<file path="src/rtl/instr_fetch_pkg.sv">
// Shared definitions for the MIPS instruction fetch unit: reset PC, FSM encoding,
// opcode constants used by the control unit, and the instruction-register payload.
package instr_fetch_pkg;

    localparam int unsigned XLEN = 32;
    localparam int unsigned OPW  = 6;

    localparam logic [XLEN-1:0] RESET_PC_DEFAULT = 32'h0000_0000;

    typedef enum logic [1:0] {
        FS_FETCH = 2'd0,
        FS_WAIT  = 2'd1,
        FS_HOLD  = 2'd2
    } fetch_state_e;

    localparam logic [OPW-1:0] OP_RTYPE = 6'b000000;
    localparam logic [OPW-1:0] OP_LW    = 6'b100011;
    localparam logic [OPW-1:0] OP_SW    = 6'b101011;
    localparam logic [OPW-1:0] OP_BEQ   = 6'b000100;
    localparam logic [OPW-1:0] OP_J     = 6'b000010;

    // Fetched instruction together with the address it came from
    typedef struct packed {
        logic [XLEN-1:0] inst;
        logic [XLEN-1:0] pc;
    } fetch_entry_t;

    function automatic logic [XLEN-1:0] word_align(input logic [XLEN-1:0] addr);
        return {addr[XLEN-1:2], 2'b00};
    endfunction

endpackage

</file>
<file path="src/rtl/instr_fetch.sv">
// Instruction fetch: PC register, single-outstanding read FSM and instruction register
// feeding the decode stage. Redirects always win over sequential PC increment.
module instr_fetch
    import instr_fetch_pkg::*;
#(
    parameter logic [31:0] RESET_PC = RESET_PC_DEFAULT
) (
    input  logic                 clk,
    input  logic                 reset,
    output logic                 imem_req,
    output logic [XLEN-1:0]      imem_addr,
    input  logic [XLEN-1:0]      imem_rdata,
    input  logic                 imem_valid,
    input  logic                 redirect_valid,
    input  logic [XLEN-1:0]      redirect_pc,
    output logic                 inst_valid,
    input  logic                 inst_ready,
    output logic [XLEN-1:0]      inst,
    output logic [OPW-1:0]       opcode,
    output logic [OPW-1:0]       funct,
    output logic [XLEN-1:0]      inst_pc,
    output logic [XLEN-1:0]      pc_plus4
);

    fetch_state_e    state_q, state_d;
    logic [XLEN-1:0] pc_q, pc_d;
    logic            drop_q, drop_d;
    fetch_entry_t    entry_q, entry_d;
    logic [XLEN-1:0] redirect_target;
    logic [XLEN-1:0] inst_c;

    assign redirect_target = word_align(redirect_pc);

    // State register
    always_ff @(posedge clk) begin
        if (reset) begin
            state_q <= FS_FETCH;
            pc_q    <= RESET_PC;
            drop_q  <= 1'b0;
            entry_q <= '0;
        end else begin
            state_q <= state_d;
            pc_q    <= pc_d;
            drop_q  <= drop_d;
            entry_q <= entry_d;
        end
    end

    // Next-state and datapath update
    always_comb begin
        state_d = state_q;
        pc_d    = pc_q;
        drop_d  = drop_q;
        entry_d = entry_q;
        unique case (state_q)
            FS_FETCH: begin
                state_d = FS_WAIT;
                if (redirect_valid) begin
                    pc_d   = redirect_target;
                    drop_d = 1'b1;
                end
            end
            FS_WAIT: begin
                if (redirect_valid) begin
                    pc_d   = redirect_target;
                    drop_d = 1'b1;
                end
                // A return that coincides with a redirect is stale as well
                if (imem_valid) begin
                    if (drop_q || redirect_valid) begin
                        drop_d  = 1'b0;
                        state_d = FS_FETCH;
                    end else begin
                        entry_d = '{inst: imem_rdata, pc: pc_q};
                        state_d = FS_HOLD;
                    end
                end
            end
            FS_HOLD: begin
                if (redirect_valid) begin
                    pc_d    = redirect_target;
                    state_d = FS_FETCH;
                end else if (inst_ready) begin
                    pc_d    = pc_q + XLEN'(4);
                    state_d = FS_FETCH;
                end
            end
            default: state_d = FS_FETCH;
        endcase
    end

    // Outputs, all forced to zero while reset is asserted
    always_comb begin
        imem_req   = 1'b0;
        imem_addr  = '0;
        inst_valid = 1'b0;
        inst_c     = '0;
        inst_pc    = '0;
        pc_plus4   = '0;
        if (!reset) begin
            imem_req   = (state_q == FS_FETCH);
            imem_addr  = pc_q;
            inst_valid = (state_q == FS_HOLD);
            inst_c     = entry_q.inst;
            inst_pc    = entry_q.pc;
            pc_plus4   = entry_q.pc + XLEN'(4);
        end
    end

    assign inst   = inst_c;
    assign opcode = inst_c[31:26];
    assign funct  = inst_c[5:0];

endmodule
</file>
<file path="config.mk">
export PLATFORM = sky130hd
export DESIGN_NAME = instr_fetch
export DESIGN_NICKNAME = d
export VERILOG_FILES = /design/src/rtl/instr_fetch_pkg.sv /design/src/rtl/instr_fetch.sv
export SDC_FILE = /design/constraint.sdc
export NUM_CORES = 1
export LEC_CHECK = 0
export CORE_MARGIN = 8
export CORE_UTILIZATION = 45
export DETAILED_ROUTE_END_ITERATION = 8
export PLACE_DENSITY = 0.81
export SETUP_SLACK_MARGIN = 0.15
export SLEW_MARGIN = 10
export SYNTH_ARGS = -nofsm -noshare
export SYNTH_HDL_FRONTEND = slang
export SYNTH_SLANG_ARGS = --single-unit
</file>
<file path="constraint.sdc">
create_clock -name clk -period 2 [get_ports clk]
set_input_delay 0.4 -clock clk [delete_from_list [all_inputs] [get_ports clk]]
set_output_delay 0.4 -clock clk [all_outputs]
set_load 0.005 [all_outputs]
</file>
==> flow_summary.yaml, run 1 <==
placed_design:
  gp_congestion: 0.923
  hpwl_mm: 14.9
  port-buffer-count: 202
  place_area_um2: 8450
  dp_slack_ns: -0.441
  numPlacedInstances: 1192
die:
  boundaryPins: 211
  num_rows: 41
  die_x_um: 129
  initial_core_util_pct: 45.8
  dieArea_um2: 16600
  dieHeight_um: 129
  core_area_um2: 12500
setup_path:
  reg2regPathDepth: 5
  critical-path-max-stage-delay_ns: 0.33
  r2r_start: "pc_q[14]$_SDFFE_PP0P_"
  crit_end: "pc_plus4[20]"
  worstPathArrival_ns: 2.08
  path_buf_inv: 5
  crit_cells: 10
  startpoint: "entry_q[10]$_SDFFE_PP0P_"
  path_max_fanout: 5
  end_kind: "output pin"
  worst_path_most_repeated_cell: "buf_6"
  crit_chain: "nand4_1, buf_4, nor4_4, buf_6, buf_6, buf_6, nand4_1, xor2_1, nor2_1, buf_2"
  rr_endpoint: "pc_q[27]$_SDFFE_PP0P_"
  cp-start-kind: "flip-flop"
  crit_family: "buffers and inverters"
  critical_path_class: "reg -> out"
  reg2reg_setup_slack_ns: 0.28
  cp.required_ns: 1.60
  cp_slowest_cell: "dfxtp_2"
detailed_routing:
  vias: 6751
  ant_nets: 0
  wl_per_cell_um: 17.9
  vias_per_cell: 5.42
  drt_wl_total_mm: 22.3
  drc: 0
  drtIter0Drc: 536
  first_pass_iters: 5
finish:
  stdcell_area_um2: 9520
  antenna_cells: 0
  drive_gt1_share_pct: 27.2
  area_growth_pct: 66.0
  layout.nets: 1141
  final_util_pct: 76.1
  fill_cells: 926
  layoutNonFillerInstCount: 1246
min_path:
  holdPathStages: 2
  hold_class: "in -> reg"
yosys:
  syn_area_per_cell_um2: 7.23
  synthTopCellsByArea: "dfxtp_1, nand2_1, nor2b_1"
  yosysTopAreaCell: "dfxtp_1"
  ys_seq_area_share_pct: 33.2
  yosysMostFrequentCell: "nand2_1"
  synth_top_area_share_pct: 33.2
  synth_edf_count: 0
  yosys-top-cells-count: "nand2_1, dfxtp_1, nor2b_1"
  synth-seq-cells: 95
  ys_warn_count: 0
  async_reset_ff_share_pct: 0
  syn_inst: 793
  synthesis.area_um2: 5740
  ys_types: 60
  synth_flop_cell: "dfxtp_1"
power_and_ir_drop:
  ir_worst_vdd_uv: 392
  cellPowerDensity_nw_per_um2: 487
  p_leak_nw: 4.22
  total_power_mw: 4.63
global_route:
  track_usage_pct: 24.6
  grt-ovfl-total: 0
  antenna_found_initial: 0
  grt_pass1_vias: 6284
  grt_first_pass_wirelength_mm: 32.6
  grt_max_degree: 64
timing:
  drv_slew: 0
  hold_ws_ns: 0.375
  hold_viol: 0
  tns_ns: -9.23
  clock_skew_ns: 0.00939
  rsz0062_at_grt: "true"
  worst_slack_ns: -0.480
  max_freq_mhz: 403
  fin_crit_ns: 2.48
  setup_viol: 26
  fin_crit_sh_pct: 124
cts:
  clock_latency_ns: 0.35
  cts.clk_slew.worst_paths_ns: 0.07
  clock-sinks: 95
  cts_max_path_buffers: 2
  cts_inserted_buffers: 9
  cts_max_level: 3
  cts_tree: "built"
  cts_root_buffer: "clkbuf_16"
outcome:
  status: "finished, violations left"
  violations: "setup timing"
job:
  cap_violations: 0
## how the worst min path moves through the flow
stage / startpoint / endpoint / slack, ns
after floorplan: entry_q[32]$_SDFFE_PP0P_ / entry_q[32]$_SDFFE_PP0P_ / 0.43
after global placement: entry_q[49]$_SDFFE_PP0P_ / entry_q[49]$_SDFFE_PP0P_ / 0.43
after detailed placement: entry_q[49]$_SDFFE_PP0P_ / entry_q[49]$_SDFFE_PP0P_ / 0.44
after CTS: reset / pc_q[22]$_SDFFE_PP0P_ / 0.36
after global routing: reset / pc_q[22]$_SDFFE_PP0P_ / 0.40
final: reset / pc_q[22]$_SDFFE_PP0P_ / 0.37
## cell usage in the layout (no fill, tap or decap), drive strengths merged, types with 3 or more instances in the layout
master         count
or3                5
a211oi             6
nor2              68
xnor2              7
conb               6
o21ai             14
inv                5
nor2b             91
o311ai             4
mux2i              3
xor2              22
nor4b              3
and2               3
and3              13
dfxtp             95
a31oi              3
dlygate4sd2       46
nor3               9
nand3             38
nor3b              3
a21oi             91
o22ai              7
nand4             24
clkbuf            14
nor4               9
a21o              11
buf              159
nand2            159
clkdlybuf4s50    107
dlymetal6s2s      20
## layer usage
metal	global-route usage, %	up-vias	part of all wire (%)
met5	0	-	0
met4	10.4	0	3.4
met3	4.05	58	7.7
met2	42.3	313	50
met1	29.6	3148	39
li1	-	3232	-
## repair_timing
action	CTS	global route
setup buffers	22	12
pin swaps	25	21
gates cloned	2	3
endpoints found under the setup margin	116	82
resized for setup	240	94
hold buffers	0	0
## cell families after synthesis
| logic type | after synthesis | share of synthesized area [%] |
|---|---|---|
| AND/OR/NAND/NOR | 434 | 38.9 |
| flip-flops | 95 | 33.2 |
| other | 1 | 0.0654 |
| multiplexers | 4 | 0.720 |
| adder cells (fa/ha/maj) | 2 | 0.436 |
| AO/OA/AOI/OAI | 149 | 15.1 |
| XOR/XNOR | 29 | 4.43 |
| buffers and inverters | 79 | 7.13 |
## power breakdown
group          switching [mW]  internal (mW)  total, mW
sequential             0.0823           1.96       2.04
clock                   0.725           1.10       1.82
combinational           0.342          0.428      0.770
## worst reg2reg max path, delay by kind of cell (launching register included)
kind,cells,cell delay (ns)
flops,1,0.39
simple gates,4,1.10
compound gates,1,0.17
## flip-flops by register name (all words and copies together) (netlist names)
name / cells
entry_q: 62
pc_q: 30
drop_q: 1
state_q: 2
## final cells by class
type                       count  area, µm²  share of cell area (%)
tap                          172        215                    2.26
multi-input combinational    624       3780                    39.6
sequential                    95       1990                    20.9
timing repair buffer         335       3210                    33.7
inverter                       5       18.8                   0.197
clock buffer                  13        280                    2.94
clock inverter                 2       37.5                   0.394
Power figures use the tool's default switching activity.
==> run 2: changes to the inputs <==
--- a/config.mk
+++ b/config.mk
@@ -6,9 +6,8 @@
 export NUM_CORES = 1
 export LEC_CHECK = 0
 export CORE_MARGIN = 8
-export CORE_UTILIZATION = 45
+export CORE_UTILIZATION = 30
 export DETAILED_ROUTE_END_ITERATION = 8
-export PLACE_DENSITY = 0.81
 export SETUP_SLACK_MARGIN = 0.15
 export SLEW_MARGIN = 10
 export SYNTH_ARGS = -nofsm -noshare
==> flow_summary.yaml, run 2 (synthesis gave the netlist of run 1 again) <==
detailed_routing:
  drt_wl_total_mm: 21.3
  drc: 0
  vias: 6415
  drtIter0Drc: 418
  first_pass_iters: 5
  vias_per_cell: 4.93
  wl_per_cell_um: 16.4
  ant_nets: 0
finish:
  layout_commonest_cell: "nand2_1"
  reg.largest.list: "entry_q (62), pc_q (30), state_q (2)"
  layoutNonFillerInstCount: 1302
  drive_gt1_share_pct: 25.7
  layout.nets: 1134
  top_register: "entry_q"
  final_util_pct: 49.9
  largest_reg_flops: 62
  area_growth_pct: 63.1
  antenna_cells: 0
  layout_common_cells: "nand2_1, buf_4, clkdlybuf4s50_1"
timing:
  setup_viol: 24
  fin_crit_ns: 2.40
  drv_slew: 0
  worst_slack_ns: -0.400
  hold_viol: 0
  fin_crit_sh_pct: 120
  clock_skew_ns: 0.00711
  rsz0062_at_grt: "true"
  max_freq_mhz: 417
  tns_ns: -6.07
die:
  dieArea_um2: 23800
  initial_core_util_pct: 30.6
  die_x_um: 154
  dieHeight_um: 154
  num_rows: 50
  boundaryPins: 211
  core_area_um2: 18800
global_route:
  grt_first_pass_wirelength_mm: 33.5
  grt_max_degree: 64
  grt-ovfl-total: 0
  grt_pass1_vias: 6215
  track_usage_pct: 17.1
  antenna_found_initial: 0
cts:
  clock_latency_ns: 0.35
  clock-sinks: 95
  cts_tree: "built"
  cts_inserted_buffers: 9
  cts_max_level: 3
  cts.clk_slew.worst_paths_ns: 0.07
  cts_max_path_buffers: 2
  cts_root_buffer: "clkbuf_16"
job:
  cap_violations: 0
power_and_ir_drop:
  cellPowerDensity_nw_per_um2: 483
  p_leak_nw: 4.38
  ir_worst_vdd_uv: 396
  total_power_mw: 4.52
setup_path:
  cp.required_ns: 1.60
  path_max_fanout: 3
  worstPathArrival_ns: 2.00
  critical_path_class: "reg -> out"
  end_kind: "output pin"
  cp-start-kind: "flip-flop"
placed_design:
  gp_congestion: 0.855
  numPlacedInstances: 1264
  port-buffer-count: 202
  hpwl_mm: 15.7
outcome:
  violations: "setup timing"
  status: "finished, violations left"
min_path:
  hold_class: "in -> reg"
[run 2: changes by cell type in the layout (fill, tap and decap cells not counted), sizes merged]
cell,previous run,this run
bufbuf,2,0
clkbuf,14,12
dlymetal6s2s,20,34
clkinv,0,4
clkdlybuf4s50,107,91
buf,159,153
dlygate4sd2,46,48
[run 2: metrics by stage]
stage	setup WS, ns	instance area, µm²	hold slack (ns)
2_1_floorplan	0.154	5770	0.432
3_3_place_gp	-0.354	8580	0.435
3_5_place_dp	-0.381	8580	0.439
4_1_cts	-0.408	9020	0.354
5_1_grt	-0.518	9360	0.400
6_report	-0.400	9360	0.381
[run 2: cell type report]
class | instances | area (µm²)
tap | 234 | 293
fill | 1841 | 9410
inverter | 5 | 18.8
clock buffer | 10 | 229
multi-input combinational | 624 | 3720
clock inverter | 6 | 61.3
sequential | 95 | 1980
timing repair buffer | 328 | 3060
[run 2: repair_timing]
item	4_1_cts	5_1_grt
gates resized for setup	243	79
hold buffers	0	0
setup buffers	14	7
pin swaps	27	28
gates cloned	0	1
endpoints found under the setup margin	122	78
[run 2: report_power, final]
part | switching, mW | internal (mW) | leakage [nW]
combinational | 0.343 | 0.404 | 3.44
sequential | 0.0727 | 1.96 | 0.793
clock | 0.773 | 0.967 | 0.142
[run 2: per-layer routing]
layer	vias up	track usage, %	wire length, µm
li1	3216	-	-
met1	3001	21.7	9680
met2	182	28.7	10200
met3	16	3.87	1180
met4	0	4.62	292
met5	-	0	0
[run 2: worst paths after layout]
kind / from / endpoint / slack (ns) / cells past startpoint
setup / recovery: entry_q[2]$_SDFFE_PP0P_ / pc_plus4[26] / -0.40 / 10
hold / removal: reset / state_q[1]$_SDFFE_PP0P_ / 0.38 / 2
setup reg to reg: pc_q[3]$_SDFFE_PP0P_ / pc_q[14]$_SDFFE_PP0P_ / 0.26 / 6
hold reg to reg: entry_q[54]$_SDFFE_PP0P_ / entry_q[54]$_SDFFE_PP0P_ / 0.44 / 2
[run 2: critical path, stage by stage (launching register included)]
cell and delay [ns]:
dfxtp_4 0.37, ha_4 0.15, nand3_4 0.07, nor4_4 0.28, buf_6 0.15, buf_6 0.10, buf_6 0.08, nand4_1 0.08
xor2_1 0.16, nor2_1 0.07, buf_2 0.12
==> run 3: changes to the inputs <==
--- a/config.mk
+++ b/config.mk
@@ -6,8 +6,11 @@
 export NUM_CORES = 1
 export LEC_CHECK = 0
 export CORE_MARGIN = 8
-export CORE_UTILIZATION = 30
+export CORE_UTILIZATION = 45
 export DETAILED_ROUTE_END_ITERATION = 8
+export GPL_TIMING_DRIVEN = 1
+export PLACE_DENSITY = 0.81
+export RECOVER_POWER = 100
 export SETUP_SLACK_MARGIN = 0.15
 export SLEW_MARGIN = 10
 export SYNTH_ARGS = -nofsm -noshare
==> flow_summary.yaml, run 3 (synthesis gave the netlist of run 1 again) <==
detailed_routing:
  wl_per_cell_um: 18.1
  ant_nets: 0
  vias: 6734
  vias_per_cell: 5.40
  first_pass_iters: 5
  drt_wl_total_mm: 22.5
  drc: 0
  drtIter0Drc: 514
finish:
  layout_commonest_cell: "nand2_1"
  multi_input_area_um2: 3730
  area_growth_pct: 62.1
  drive_gt1_share_pct: 25.7
  top_register: "entry_q"
  layout.nets: 1141
  seqCellArea_um2: 1980
  layout_common_cells: "nand2_1, clkdlybuf4s50_1, a21oi_1"
  reg.largest.list: "entry_q (62), pc_q (30), state_q (2)"
  layoutNonFillerInstCount: 1246
  largest_reg_flops: 62
  fill_cells: 966
  antenna_cells: 0
  final_util_pct: 74.3
cts:
  cts.clk_slew.worst_paths_ns: 0.07
  clock-sinks: 95
  cts_max_path_buffers: 2
  cts_inserted_buffers: 9
  clock_latency_ns: 0.35
  cts_max_level: 3
  cts_root_buffer: "clkbuf_16"
  cts_tree: "built"
global_route:
  grt_max_degree: 64
  grt_pass1_vias: 6284
  grt_first_pass_wirelength_mm: 32.6
  track_usage_pct: 24.6
  antenna_found_initial: 0
  grt-ovfl-total: 0
placed_design:
  gp_congestion: 0.923
  numPlacedInstances: 1192
  hpwl_mm: 14.9
  port-buffer-count: 202
die:
  dieHeight_um: 129
  boundaryPins: 211
  core_area_um2: 12500
  initial_core_util_pct: 45.8
  die_x_um: 129
  num_rows: 41
  dieArea_um2: 16600
timing:
  rsz0062_at_grt: "true"
  fin_crit_ns: 2.48
  clock_skew_ns: 0.0123
  hold_viol: 0
  drv_slew: 0
  worst_pin_slew_ns: 0.509
  hold_ws_ns: 0.446
  setup_viol: 66
  max_freq_mhz: 404
  worst_slack_ns: -0.477
  fin_crit_sh_pct: 124
  slew_headroom_pct: 66.1
power_and_ir_drop:
  cellPowerDensity_nw_per_um2: 494
  total_power_mw: 4.60
  ir_worst_vdd_uv: 392
  p_leak_nw: 4.11
min_path:
  holdPathStages: 2
  hold_class: "reg -> reg"
setup_path:
  crit_chain: "nand4_1, buf_4, nor4_4, buf_6, buf_6, buf_6, nand4_1, xor2_1, nor2_1, buf_2"
  cp.required_ns: 1.60
  end_kind: "output pin"
  path_max_fanout: 5
  cp_slowest_cell: "dfxtp_2"
  critical_path_class: "reg -> out"
  worstPathArrival_ns: 2.08
  critical-path-max-stage-delay_ns: 0.33
  cp-start-kind: "flip-flop"
  worst_path_most_repeated_cell: "buf_6"
  reg2regPathDepth: 8
job:
  cap_violations: 0
outcome:
  violations: "setup timing"
  status: "finished, violations left"
run 3: worst max-delay path, delay by kind of cell, from the launching register on:
kind          cells  cell delay [ns]
flops             1             0.33
xor+xnor          1             0.15
simple gates      4             0.60
buf+inv           5             0.64
run 3: path summary, 6_finish.rpt:
check	slack, ns	to	start
worst min-delay path	0.45	entry_q[49]$_SDFFE_PP0P_	entry_q[49]$_SDFFE_PP0P_
worst max-delay path	-0.48	pc_plus4[20]	entry_q[10]$_SDFFE_PP0P_
worst min register to register	0.45	entry_q[49]$_SDFFE_PP0P_	entry_q[49]$_SDFFE_PP0P_
worst max register to register	0.04	pc_q[6]$_SDFFE_PP0P_	state_q[1]$_SDFFE_PP0P_
run 3: final cells by class:
| cell class | count | share of cell area (%) |
|---|---|---|
| Clock buffer | 13 | 3.01 |
| Clock inverter | 2 | 0.404 |
| Inverter | 5 | 0.202 |
| Multi-Input combinational cell | 624 | 40.1 |
| Sequential cell | 95 | 21.3 |
| Tap cell | 172 | 2.31 |
| Timing Repair Buffer | 335 | 32.7 |
run 3: layer usage:
layer / global-route usage [%] / part of all wire, % / vias up
li1: - / - / 3225
met1: 29.6 / 39 / 3142
met2: 42.3 / 50 / 307
met3: 4.05 / 7.0 / 60
met4: 10.4 / 3.7 / 0
met5: 0 / 0 / -
run 3: per-stage QoR:
stage	setup WS [ns]	area, µm²	TNS (ns)
after global placement	-0.390	8450	-10.45
after CTS	-0.394	9110	-6.33
final	-0.477	9300	-12.89
after global routing	-0.548	9300	-19.69
after floorplan	0.154	5770	0
after detailed placement	-0.441	8450	-12.83
run 3: power breakdown:
group | switching (mW) | leakage (nW) | internal, mW | total, mW
Combinational | 0.336 | 3.16 | 0.390 | 0.726
Sequential | 0.0805 | 0.794 | 1.96 | 2.04
Clock | 0.730 | 0.154 | 1.10 | 1.83
run 3: timing repair:
action | 4_1_cts | 5_1_grt
gates cloned | 2 | 3
pin swaps | 25 | 21
setup endpoints to repair | 116 | 82
buffers inserted | 22 | 12
hold buffers | 0 | 0
gates resized for setup | 240 | 94
